`config.mk`:
```
export PLATFORM = sky130hd
export DESIGN_NAME = mem_port_arbiter
export DESIGN_NICKNAME = d
export VERILOG_FILES = /design/src/rtl/mem_port_arbiter.sv
export SDC_FILE = /design/constraint.sdc
export NUM_CORES = 1
export LEC_CHECK = 0
export BUFFER_PORTS_ARGS = -buffer_cell sky130_fd_sc_hd__buf_2
export CAP_MARGIN = 20
export CORE_UTILIZATION = 45
export CTS_CLUSTER_SIZE = 8
export DETAILED_ROUTE_END_ITERATION = 6
export HOLD_SLACK_MARGIN = 0.02
export PLACE_DENSITY = 0.88
export SYNTH_ARGS = -nofsm -noshare
export SYNTH_HDL_FRONTEND = slang
export SYNTH_SLANG_ARGS = --single-unit
export TNS_END_PERCENT = 10
```
`constraint.sdc`:
```
create_clock -name clk -period 5.1 [get_ports clk]
set_clock_uncertainty 0.05 [all_clocks]
set_input_delay 0.765 -clock clk [delete_from_list [all_inputs] [get_ports clk]]
set_output_delay 0.765 -clock clk [all_outputs]
set_load 0.01 [all_outputs]
```
`src/rtl/mem_port_arbiter.sv`:
```
// Round-robin arbiter sharing one memory port between instruction fetch and
// data cache; fixed MEM_LAT-cycle access window, then a one-cycle done pulse.
module mem_port_arbiter #(
   parameter int MEM_LAT = 4,
   parameter int ADDR_W  = 32,
   parameter int DATA_W  = 32
) (
   input  logic              clk,
   input  logic              reset,
   input  logic              halted,
   input  logic              i_req,
   input  logic [ADDR_W-1:0] i_addr,
   output logic              i_done,
   output logic [DATA_W-1:0] i_rdata,
   input  logic              d_req,
   input  logic              d_we,
   input  logic [ADDR_W-1:0] d_addr,
   input  logic [DATA_W-1:0] d_wdata,
   output logic              d_done,
   output logic [DATA_W-1:0] d_rdata,
   output logic [ADDR_W-1:0] mem_addr,
   output logic [DATA_W-1:0] mem_wdata,
   output logic              mem_write_en,
   input  logic [DATA_W-1:0] mem_rdata,
   output logic              busy
);

   typedef enum logic [1:0] {IDLE, ACCESS, RESP} state_t;

   localparam logic [3:0] CNT_LAST = 4'(MEM_LAT - 1);

   state_t            state_q, state_d;
   logic [3:0]        cnt_q, cnt_d;
   logic              last_q, last_d;   // also identifies the current owner (0 = I, 1 = D)
   logic [ADDR_W-1:0] addr_q, addr_d;
   logic              we_q, we_d;
   logic [DATA_W-1:0] wdata_q, wdata_d;
   logic [DATA_W-1:0] i_rdata_q, i_rdata_d;
   logic [DATA_W-1:0] d_rdata_q, d_rdata_d;
   logic              grant_d;

   always_ff @(posedge clk or posedge reset) begin
      if (reset) begin
         state_q   <= IDLE;
         cnt_q     <= '0;
         last_q    <= 1'b0;
         addr_q    <= '0;
         we_q      <= 1'b0;
         wdata_q   <= '0;
         i_rdata_q <= '0;
         d_rdata_q <= '0;
      end else begin
         state_q   <= state_d;
         cnt_q     <= cnt_d;
         last_q    <= last_d;
         addr_q    <= addr_d;
         we_q      <= we_d;
         wdata_q   <= wdata_d;
         i_rdata_q <= i_rdata_d;
         d_rdata_q <= d_rdata_d;
      end
   end

   // On a tie, D wins unless D was the last one served.
   assign grant_d = d_req && (!i_req || !last_q);

   always_comb begin
      state_d   = state_q;
      cnt_d     = cnt_q;
      last_d    = last_q;
      addr_d    = addr_q;
      we_d      = we_q;
      wdata_d   = wdata_q;
      i_rdata_d = i_rdata_q;
      d_rdata_d = d_rdata_q;
      case (state_q)
         IDLE: begin
            if (!halted && (i_req || d_req)) begin
               last_d  = grant_d;
               cnt_d   = '0;
               state_d = ACCESS;
               if (grant_d) begin
                  addr_d  = d_addr;
                  we_d    = d_we;
                  wdata_d = d_wdata;
               end else begin
                  addr_d  = i_addr;
                  we_d    = 1'b0;
                  wdata_d = '0;
               end
            end
         end
         ACCESS: begin
            cnt_d = cnt_q + 4'd1;
            if (cnt_q == CNT_LAST) begin
               if (!we_q) begin
                  if (last_q) d_rdata_d = mem_rdata;
                  else        i_rdata_d = mem_rdata;
               end
               state_d = RESP;
            end
         end
         RESP:    state_d = IDLE;
         default: state_d = IDLE;
      endcase
   end

   // Memory outputs decode from state so reset drops them without a clock.
   assign mem_addr     = (state_q == ACCESS) ? addr_q  : '0;
   assign mem_wdata    = (state_q == ACCESS) ? wdata_q : '0;
   assign mem_write_en = (state_q == ACCESS) && we_q;
   assign i_done       = (state_q == RESP) && !last_q;
   assign d_done       = (state_q == RESP) && last_q;
   assign i_rdata      = i_rdata_q;
   assign d_rdata      = d_rdata_q;
   assign busy         = (state_q != IDLE);

endmodule

```
# --- After elaboration in Yosys (flattened, before gate mapping) ---
# Cells that the tools add are included.
classes:
  n_addsub: 1
  mul: 0
  div: 0
  order_cmp: 0
  eq_ne: 5
  n_shift: 0
  muxes: 10
  bitwise: 2
  n_reduce_logical: 18
ops:
  columns: ["op", "n"]
  rows:
  - ["two-way mux 32 bit", 4]
  - ["case mux 4 bit (2 select lines)", 1]
  - ["AND reduction 4 bit", 2]
  - ["AND reduction 2 bit", 3]
  - ["logical AND 1 bit", 5]
  - ["adder 4 x 1 -> 4 bit (second input constant)", 1]
  - ["equality test 4 x 2 -> 1 bit (second input constant)", 1]
  - ["two-way mux 2 bit", 2]
  - ["two-way mux 4 bit", 1]
  - ["inequality test 2 bit (second input constant)", 2]
  - ["case mux 2 bit (2 select lines)", 1]
  - ["nonzero test 2 bit", 2]
  - ["zero test 1 bit", 3]
  - ["equality test 2 x 1 -> 1 bit (second input constant)", 1]
  - ["equality test 2 bit (second input constant)", 1]
  - ["zero test 2 bit", 1]
  - ["logical OR 1 bit", 2]
  - ["NOT 1 bit", 2]
  - ["two-way mux 1 bit", 1]
word_totals:
  regBits: 136
  latch_bits: 0
  ramBits: 0
  mem_bits_ro: 0
  in_bits: 134
  elab_cells: 44
  mem_count: 0

# --- Depth between registers and ports, before layout ---
logic_depth:
  depth_word: 4
  depth_mapped: 6
  mapped_depth_nobuf: 4

# --- Worst setup path after synthesis ---
# OpenSTA, ideal clock, no wires.
synth_timing:
  path_type: "reg-to-output"
  startpoint: "register state_q[0]"
  endpoint: "output port mem_wdata[10]"
  arrival_time_ps: 1330
  t_required_ps: 4285
  slack_ps: 2955
  stages_incl_launch_ff: 6
  path_cell_list: "dfrtp_1 > nor2b_1 > buf_4 > clkbuf_1 > clkbuf_1 > and2_1"
synth_between:
  elab_chain_cells: 2
synth_rtl:
  columns: ["element", "line", "source"]
  rows:
  - ["from (decl)", "32", "state_t state_q, state_d;"]
  - ["from (signal assigned)", "53", "state_q <= state_d;"]
  - ["equality test 2 x 1 -> 1 bit", "110", "assign mem_wdata = (state_q == ACCESS) ? wdata_q : '0;"]
  - ["two-way mux 32 bit", "110", null]
  - ["to (decl)", "22", "output logic [DATA_W-1:0] mem_wdata,"]
# Every way passes these cells.

# --- Final worst setup path ---
layout_timing:
  startpoint: "register state_q[0]"
  endpoint: "output port mem_wdata[26]"
# Same word-level chain as after synthesis.

==> out/qor.yml <==
cts:
  cts_made_buffers: 17
  clk_latency_ps: 410
  cts_tree: "built"
  cts_setup_buffers: 0
  cts-root-buf: "clkbuf_16"
  clk_pin_slew_ps: 60
  cts_sinks: 136
  cts-resized-gates: 0
  htreeDepth: 4
  ctsHoldBuffers: 0
  clock_path_buffers: 2
critical_path:
  crit_path_end_kind: "output port"
  crit_family: "simple AND/OR/NAND/NOR gates"
  critPathMaxFanout: 41
  critical-path-max-stage-delay_ps: 570
  path_class: "register to output port"
  r2r-start: "state_q[0]"
  cp.arrival_ps: 2220
  r2r_slack_ps: 2520
  path_cells: "nor2b_4 > buf_4 > and2_1 > buf_2"
  crit_required_ps: 4280
  cpMaxStageDelayCell: "nor2b_4"
  r2r_end: "i_rdata[6]"
  critPathLaunchType: "register"
  ff2ff_path_depth: 4
  critPathBufInv: 2
synth:
  netlist_instances: 437
  synth_area_mm2: 0.00606
  synth_flop_cell: "dfrtp_1"
  synthArstFlopShare_pct: 100
  yosysWarnings: 0
  syn_area_per_cell_um2: 13.9
  yosysSeqAreaShare_pct: 56.1
  syn_nets: 572
  synth_edf_count: 0
  ys_types: 36
  ys_ff_latch: 136
drt:
  vias_per_cell: 5.29
  drt_first_iter_violations: 305
  drt_pre_antenna_iters: 4
  routedWlPerCell_um: 17.5
  vias: 4642
  wl_mm: 15.4
  antenna_left: 0
  drcViolationCount: 0
layout:
  antenna_cells: 0
  fillers: 1071
  nets: 825
  fin_util_pct: 61.4
  drive_gt1_share_pct: 57.4
  syn2layout_area_growth_pct: 33.7
outcome:
  outcome: "finished, final reports clean"
placed_design:
  place_hpwl_mm: 10.5
  gp_congestion: 0.817
  pre_cts_ws_ps: 2320
  port_buffers: 265
floorplanning:
  coreArea_mm2: 0.0132
  num_io_pins: 266
  placement_rows: 42
  initial_core_util_pct: 46.0
  die_h_um: 118
  die-area_mm2: 0.0139
  die_w_um: 118
global_routing:
  grt_max_degree: 86
  grt_remaining_overflow: 0
  grt_use_total_pct: 22.5
  grt_pass1_wl_mm: 24.2
  grt_pass1_vias: 4600
  antenna_found_initial: 0
job:
  max_cap_violations: 0
timing:
  setup_viol: 0
  slew_violations: 0
  worst_pin_slew_ps: 860
  period_share_pct: 59.6
  fin_crit_ps: 3040
  clock.fmax_ghz: 0.329
  max_slew_margin_pct: 42.6
  tns_ps: 0
  rsz0062_at_grt: "no"
  hold_viol_final: 0
  layout_setup_ws_ps: 2060
power:
  powerDensity_mw_per_mm2: 671
  worst_ir_drop_vdd_mv: 0.379
  leakagePower_uw: 0.00403
hold_path:
  min_path_type: "primary input to asynchronous set/reset pin"
==> worst max path at each step <==
| stage | slack, ps | start | end | cells after the start |
|---|---|---|---|---|
| after floorplan | 650 | reset | addr_q[0] | 1 |
| after global placement | 2400 | halted | wdata_q[26] | 5 |
| after detailed placement | 2320 | halted | wdata_q[21] | 5 |
| after CTS | 2030 | state_q[0] | mem_wdata[26] | 4 |
| after global routing | 1870 | state_q[0] | mem_addr[28] | 4 |
| final | 2060 | state_q[0] | mem_wdata[26] | 4 |
==> cell type report <==
class	instances	area [µm²]	area share, %
repair buffers	273	1400	17.3
clock buffers	22	494	6.10
well taps	176	220	2.72
inverters	1	8.76	0.108
multi-input cells	261	2440	30.1
flip-flops and latches	136	3400	42.0
clock inverters	9	138	1.70
==> stage by stage <==
step                      total power (µW)  area (µm²)  hold WS (ps)  cells
after global routing                  5740        8100           466    878
after detailed placement              4140        7440           430    845
after global placement                4050        7440           420    845
final                                 5440        8100           414    878
after floorplan                       3310        6060           414    437
after CTS                             5470        8070           450    876
==> synthesized netlist by cell type, types with 2 or more instances <==
| library cell | number | area, µm² |
|---|---|---|
| nand3_1 | 2 | 10.0 |
| nor2_1 | 2 | 7.51 |
| mux2_4 | 30 | 450 |
| nor2b_1 | 3 | 18.8 |
| a22o_1 | 33 | 289 |
| nand2b_1 | 2 | 12.5 |
| buf_2 | 5 | 25.0 |
| clkbuf_1 | 20 | 75.1 |
| o221a_2 | 31 | 349 |
| nand4b_1 | 32 | 280 |
| buf_4 | 7 | 52.6 |
| mux2_1 | 4 | 45.0 |
| and2_1 | 66 | 413 |
| mux2_2 | 30 | 338 |
| o21ai_0 | 4 | 20.0 |
| dfrtp_1 | 136 | 3400 |
| buf_6 | 6 | 67.6 |
| nand2_1 | 6 | 22.5 |
==> worst reg2reg max path: stages, from the launching register on <==
cell     delay [ps]
dfrtp_1         470
nor2b_4         570
buf_4           440
nand3_4         450
mux2_1          480
==> logic make-up (layout without fill, tap and decap cells) <==
logic type	after synthesis	in the layout	synth area share [%]
DFF	136	136	56.1
and+or+nand+nor	121	121	14.3
AOI/OAI and AO/OA	74	74	11.7
muxes	64	64	13.7
buffers and inverters	40	305	3.78
adders and majority gates	1	1	0.206
xor gates and xnor gates	1	1	0.144
==> registers in the layout, indices dropped and copies added, names as in the netlist <==
signal   count
state_q      2
cnt_q        4
wdata_q     32
we_q         1
addr_q      32
i_rdata     32
d_rdata     32
last_q       1
==> power by group <==
part / internal (µW) / switching, µW
Clock: 835 / 456
Combinational: 1160 / 1040
Sequential: 1620 / 330
Total: 3610 / 1830
==> layout by cell type (no fill, tap or decap), types with 5 or more instances in the layout <==
master	n
buf_2	265
dfrtp_1	136
and2_1	66
a22o_1	33
nand4b_1	32
o221a_2	31
mux2_4	30
mux2_2	30
clkbuf_16	17
nand2_1	6
buf_4	6
clkbuf_8	5
==> metal layers <==
metal  track usage, %  wire (µm)  vias up
li1                 -          -     2125
met1             27.7       6550     2295
met2             37.7       7720      208
met3             6.69        942       14
met4             7.53        194        0
met5                0          0        -
(Power assumes the default switching activity.)
